===== config.mk =====
export PLATFORM = sky130hd
export DESIGN_NAME = ram_burst_reader
export DESIGN_NICKNAME = d
export VERILOG_FILES = /design/src/rtl/ram_burst_pkg.sv /design/src/rtl/ram_burst_addr_gen.sv /design/src/rtl/ram_burst_reader.sv
export SDC_FILE = /design/constraint.sdc
export NUM_CORES = 1
export LEC_CHECK = 0
export ABC_AREA = 1
export CAP_MARGIN = 20
export CORE_MARGIN = 3
export CORE_UTILIZATION = 50
export DETAILED_ROUTE_END_ITERATION = 10
export HOLD_SLACK_MARGIN = 0.05
export PLACE_DENSITY = 0.8
export SYNTH_ARGS = -nofsm -noshare
export SYNTH_HDL_FRONTEND = slang
export SYNTH_SLANG_ARGS = --single-unit

===== constraint.sdc =====
create_clock -name clk_i -period 4.1 [get_ports clk_i]
set_clock_uncertainty 0.1 [all_clocks]
set_input_delay 0.41 -clock clk_i [delete_from_list [all_inputs] [get_ports clk_i]]
set_output_delay 0.41 -clock clk_i [all_outputs]
set_load 0.005 [all_outputs]

===== src/rtl/ram_burst_pkg.sv =====
// Shared types and constants for the RAM burst reader.
// Latency: n/a (package only).
// Backpressure: n/a (package only).
package ram_burst_pkg;

  typedef enum logic [1:0] {
    IDLE = 2'd0,
    RUN  = 2'd1,
    DONE = 2'd2
  } state_e;

  localparam int STALL_CNT_W = 16;

endpackage


===== src/rtl/ram_burst_addr_gen.sv =====
// Read pointer and remaining-word counter with modulo-depth wrap.
// Latency: pointer/count update on the edge after load_i or adv_i.
// Backpressure: holds pointer and count whenever adv_i is low.
module ram_burst_addr_gen #(
  parameter int depth_p = 128,
  parameter int aw_p    = 7
) (
  input  logic            clk_i,
  input  logic            reset_i,
  input  logic            load_i,
  input  logic [aw_p-1:0] base_i,
  input  logic [aw_p:0]   len_i,
  input  logic            adv_i,
  output logic [aw_p-1:0] ptr_o,
  output logic            empty_o
);

  logic [aw_p-1:0] ptr_q, ptr_d;
  logic [aw_p:0]   rem_q, rem_d;

  // Next pointer/count: load wins, otherwise advance with wrap at depth_p-1.
  always_comb begin
    ptr_d = ptr_q;
    rem_d = rem_q;
    if (load_i) begin
      ptr_d = base_i;
      rem_d = len_i;
    end else if (adv_i) begin
      ptr_d = (ptr_q == aw_p'(depth_p - 1)) ? '0 : ptr_q + aw_p'(1);
      rem_d = rem_q - (aw_p+1)'(1);
    end
  end

  // Pointer and count registers.
  always_ff @(posedge clk_i or posedge reset_i) begin
    if (reset_i) begin
      ptr_q <= '0;
      rem_q <= '0;
    end else begin
      ptr_q <= ptr_d;
      rem_q <= rem_d;
    end
  end

  assign ptr_o   = ptr_q;
  assign empty_o = (rem_q == '0);

endmodule


===== src/rtl/ram_burst_reader.sv =====
// Streams a burst of consecutive RAM words out as a valid/ready stream.
// Latency: first word valid one cycle after start is accepted; then 1 word/cycle.
// Backpressure: data, pointer and count hold while valid_o && !ready_i.
// Optional: define RAM_BURST_READER_STALL_CNT_EN to add the stall_cnt_o counter.
module ram_burst_reader
  import ram_burst_pkg::*;
#(
  parameter int  width_p = 8,
  parameter int  depth_p = 128,
  localparam int AW      = (depth_p > 1) ? $clog2(depth_p) : 1
) (
  input  logic               clk_i,
  input  logic               reset_i,
  input  logic               start_i,
  input  logic [AW-1:0]      base_addr_i,
  input  logic [AW:0]        len_i,
  output logic [AW-1:0]      rd_addr_o,
  input  logic [width_p-1:0] rd_data_i,
  output logic               valid_o,
  output logic [width_p-1:0] data_o,
  input  logic               ready_i,
  output logic               busy_o,
  output logic               done_o
`ifdef RAM_BURST_READER_STALL_CNT_EN
  ,
  output logic [STALL_CNT_W-1:0] stall_cnt_o
`endif
);

  localparam logic [AW:0] DEPTH_L = (AW+1)'(depth_p);

  state_e             state_q;
  logic               valid_q;
  logic [width_p-1:0] data_q;
  logic               busy_q;
  logic               done_q;

  logic               accept;
  logic [AW:0]        len_clamped;
  logic               empty;
  logic               slot_free;
  logic               load;
  logic               finish;

  // Lengths beyond the RAM depth are clamped so a burst never rereads a word.
  assign len_clamped = (len_i > DEPTH_L) ? DEPTH_L : len_i;
  assign accept      = (state_q == IDLE) && start_i;
  assign slot_free   = !valid_q || ready_i;
  assign load        = (state_q == RUN) && !empty && slot_free;
  assign finish      = (state_q == RUN) && empty && slot_free;

  ram_burst_addr_gen #(
    .depth_p (depth_p),
    .aw_p    (AW)
  ) u_addr_gen (
    .clk_i   (clk_i),
    .reset_i (reset_i),
    .load_i  (accept),
    .base_i  (base_addr_i),
    .len_i   (len_clamped),
    .adv_i   (load),
    .ptr_o   (rd_addr_o),
    .empty_o (empty)
  );

  // Burst FSM with the output slot register and registered status outputs.
  always_ff @(posedge clk_i or posedge reset_i) begin
    if (reset_i) begin
      state_q <= IDLE;
      valid_q <= 1'b0;
      data_q  <= '0;
      busy_q  <= 1'b0;
      done_q  <= 1'b0;
    end else begin
      done_q <= 1'b0;
      case (state_q)
        IDLE: begin
          if (start_i) begin
            busy_q <= 1'b1;
            if (len_i == '0) begin
              state_q <= DONE;
              done_q  <= 1'b1;
            end else begin
              state_q <= RUN;
            end
          end
        end
        RUN: begin
          if (load) begin
            data_q  <= rd_data_i;
            valid_q <= 1'b1;
          end else if (valid_q && ready_i) begin
            valid_q <= 1'b0;
          end
          if (finish) begin
            state_q <= DONE;
            done_q  <= 1'b1;
          end
        end
        DONE: begin
          state_q <= IDLE;
          busy_q  <= 1'b0;
        end
        default: begin
          state_q <= IDLE;
          busy_q  <= 1'b0;
          valid_q <= 1'b0;
        end
      endcase
    end
  end

  assign valid_o = valid_q;
  assign data_o  = data_q;
  assign busy_o  = busy_q;
  assign done_o  = done_q;

`ifdef RAM_BURST_READER_STALL_CNT_EN
  logic [STALL_CNT_W-1:0] stall_cnt_q, stall_cnt_d;

  // Saturating count of RUN cycles where a word waits on downstream.
  always_comb begin
    stall_cnt_d = stall_cnt_q;
    if (accept) begin
      stall_cnt_d = '0;
    end else if ((state_q == RUN) && valid_q && !ready_i && (stall_cnt_q != '1)) begin
      stall_cnt_d = stall_cnt_q + STALL_CNT_W'(1);
    end
  end

  // Stall counter register.
  always_ff @(posedge clk_i or posedge reset_i) begin
    if (reset_i) begin
      stall_cnt_q <= '0;
    end else begin
      stall_cnt_q <= stall_cnt_d;
    end
  end

  assign stall_cnt_o = stall_cnt_q;
`endif

endmodule


==> results.md <==
* Clock-pin transition on the worst setup and hold timing paths at 0.17 ns
* Global Route Usage Sum at 20.4%
* Fin. Hold Viols at 0
* Worst-Skew Late Latency at 0.34 ns
* Max VDD drop at 0.378 mV
* CP startpoint kind: primary input
* Synth Register Bits at 28
* Power Density at 705 nW/µm²
* Maximum clock rate at 491 MHz
* CTS tree: built
* Post-CTS resize count at 0
* Final worst-path cycle share at 49.7%
* RSZ-0062 raised after global routing: no
* CP Class: in -> reg
* Row Count at 20
* Final Max Slew Viols at 0
* Least-Margin Pin Slew at 0.628 ns
* Antenna violations before repair at 0
* CORE AREA at 3130 µm²
* Lkg Pwr at 0.00110 µW
* Clk root buf: clkbuf_4
* Fillers at 263
* Slowest stage cell, crit path: nand3_2
* CP Data Arrival Time at 2.19 ns
* Final WL at 3780 µm
* DR pass1 iterations at 4
* Final Non-Filler Cells at 318
* CTS Buffer Depth at 2
* DRC violations left at 0
* Die area at 4100 µm²
* Synth Area per Inst at 7.22 µm²
* Via count at 1602
* Chip height at 64.0 µm
* Gr ovfl total at 0
* Cts hold-fix bufs at 0
* Slowest stage delay, CP at 0.50 ns
* DRT iter0 DRCs at 87
* Number of setup buffers added after CTS at 0
* Reg2reg start: state_q[1]$_DFFE_PP0P_
* R2r setup slk at 2.07 ns
* CTS Sinks at 28
* Synth Warn # at 0
* I/O Pins at 45
* Initial core utilization at 53.8%
* Largest net degree at the start of global routing at 31
* R2r endpoint: u_addr_gen.rem_q[1]$_DFFE_PP0P_
* Post-Synthesis Net Count at 263
* Seq/Total Area, Yosys at 41.7%
* Die Width at 64.0 µm
* Hold WC Path Type: in -> async
* Maximum net fanout on the critical path at 30
* Port Buf Inserts at 44
* Most numerous cell on the critical path: nand2_1
* Layout cells sized above 1 at 10.2%
* Post-detail-place hpwl at 2800 µm
* Post-Synthesis Cells at 233
* Setup TNS at 0 ns
* Worst EP required at 4.25 ns
* Worst hold slack at 0.286 ns
* Vias in the first global route at 1466
* Synth area leader: dfrtp_1
* Global-route wire length before repair at 6650 µm
* Final worst path period need at 2.04 ns
* Placer Congestion at 0.887
* WL/cell at 11.9 µm
* Nets at 305
* Synth unique cells at 25
* Synth-to-Final Area Change at 30.3%
* Ant. Diodes at 0
* CP Capture Type: flip-flop
* H-tree Lvls at 1
* Status: finished clean
* Final ANT Viol Nets at 0
* Worst-path cell chain: clkdlybuf4s50_1 > nand3_2 > inv_1 > or2_1 > nand2_1 > nand2_1 > nand2_1
* Worst R2R Path Depth at 7
* Slew margin rel. at 58.1%
* Endpoints failing setup at 0
* CTS Buf Count at 3
* Max cap viols at 0
* Vias per inst at 5.04
* Placed Instances at 314
* Synth top area cells: dfrtp_1, nand2_1, nand3_1, nor2_1, inv_1
* Synthesized area at 1680 µm²
* Yosys top cell area share at 41.7%
[registers in the layout, summed over array words and instances, names as in the netlist]
| signal | count |
|---|---|
| u_addr_gen.ptr_o | 7 |
| busy_o | 1 |
| state_q | 2 |
| data_o | 8 |
| u_addr_gen.rem_q | 8 |
| valid_o | 1 |
| done_o | 1 |
[report_power, final]
| part | switching (µW) | leakage, µW | internal (µW) | total, µW |
|---|---|---|---|---|
| clock | 85.9 | 0.0000279 | 98.9 | 185 |
| combinational | 459 | 0.000724 | 383 | 843 |
| sequential | 114 | 0.000343 | 403 | 517 |
| total | 659 | 0.00110 | 885 | 1540 |
[logic make-up after synthesis]
logic type,share of synthesized area (%)
and+or+nand+nor,41.5
buffers and inverters,8.85
adders and majority gates,2.23
AOI/OAI and AO/OA,4.17
DFF,41.7
xor gates and xnor gates,1.56
[routing by layer]
metal  global-route usage [%]  wire (µm)  vias up
li1                         -          -      810
met1                     28.3       1670      735
met3                     4.57        233        2
met4                     4.58         19        0
met5                        0          0        -
met2                     32.5       1870       55
[cells in the mapped netlist (all sizes together)]
library cell and number:
inv 22, o21ai 10, nor2 24, buf 8, or2 1, xnor2 2
xor2 1, nor3 1, dfrtp 28, nand3 34, ha 3, a21oi 1
o21bai 1, nand2 96, nand4 1
[cell usage in the layout, fill, tap and decap left out]
master and instances:
inv_2 7, buf_16 1, o21ai_1 1, nand4_1 1
nand3_2 2, nand2_1 89, o21bai_1 1, nand2_2 5
a21oi_1 1, bufinv_16 1, o21ai_2 2, xor2_1 1
nand3_1 32, ha_1 3, clkbuf_4 3, nor2_2 3
o21ai_0 7, nor2_1 19, nand2_4 2, inv_1 15
or2_1 1, xnor2_1 2, nor2_4 2, clkdlybuf4s50_1 44
dfrtp_1 28, nor3_1 1
[area by class of cell]
cell class	count	area (µm²)	share of cell area, %
inverter	22	82.6	3.77
clock inverter	1	30.0	1.37
timing repair buffer	45	468	21.4
multi-input combinational	175	832	38.0
tap	44	55.1	2.51
sequential	28	701	32.0
clock buffer	3	22.5	1.03
[worst max-delay path: cells and delay by family]
family        cells  cell delay [ns]
simple gates      5             0.81
buf+inv           2             0.97
[per-stage QoR]
| stage | instance area [µm²] | setup WS, ns | power [µW] | util, % |
|---|---|---|---|---|
| CTS | 2190 | 2.09 | 1560 | 70.0 |
| detailed placement | 2140 | 1.70 | 1370 | 68.4 |
| floorplan | 1680 | 2.64 | 1100 | - |
| finish | 2190 | 2.06 | 1540 | 70.0 |
| global route | 2190 | 1.87 | 1710 | 70.0 |
| global placement | 2110 | 1.75 | 1350 | 67.5 |
[worst max-delay path by stage]
| stage | end | start | cells past startpoint | slack [ns] |
|---|---|---|---|---|
| finish | u_addr_gen.rem_q[1]$_DFFE_PP0P_ | start_i | 7 | 2.06 |
| detailed placement | u_addr_gen.rem_q[1]$_DFFE_PP0P_ | start_i | 7 | 1.70 |
| CTS | u_addr_gen.rem_q[1]$_DFFE_PP0P_ | start_i | 7 | 2.09 |
| global route | u_addr_gen.rem_q[1]$_DFFE_PP0P_ | state_q[1]$_DFFE_PP0P_ | 7 | 1.87 |
| floorplan | u_addr_gen.ptr_o[5]$_DFFE_PP0P_ | u_addr_gen.rem_q[0]$_DFFE_PP0P_ | 10 | 2.64 |
| global placement | u_addr_gen.rem_q[1]$_DFFE_PP0P_ | start_i | 7 | 1.75 |
(Power assumes the default switching activity.)
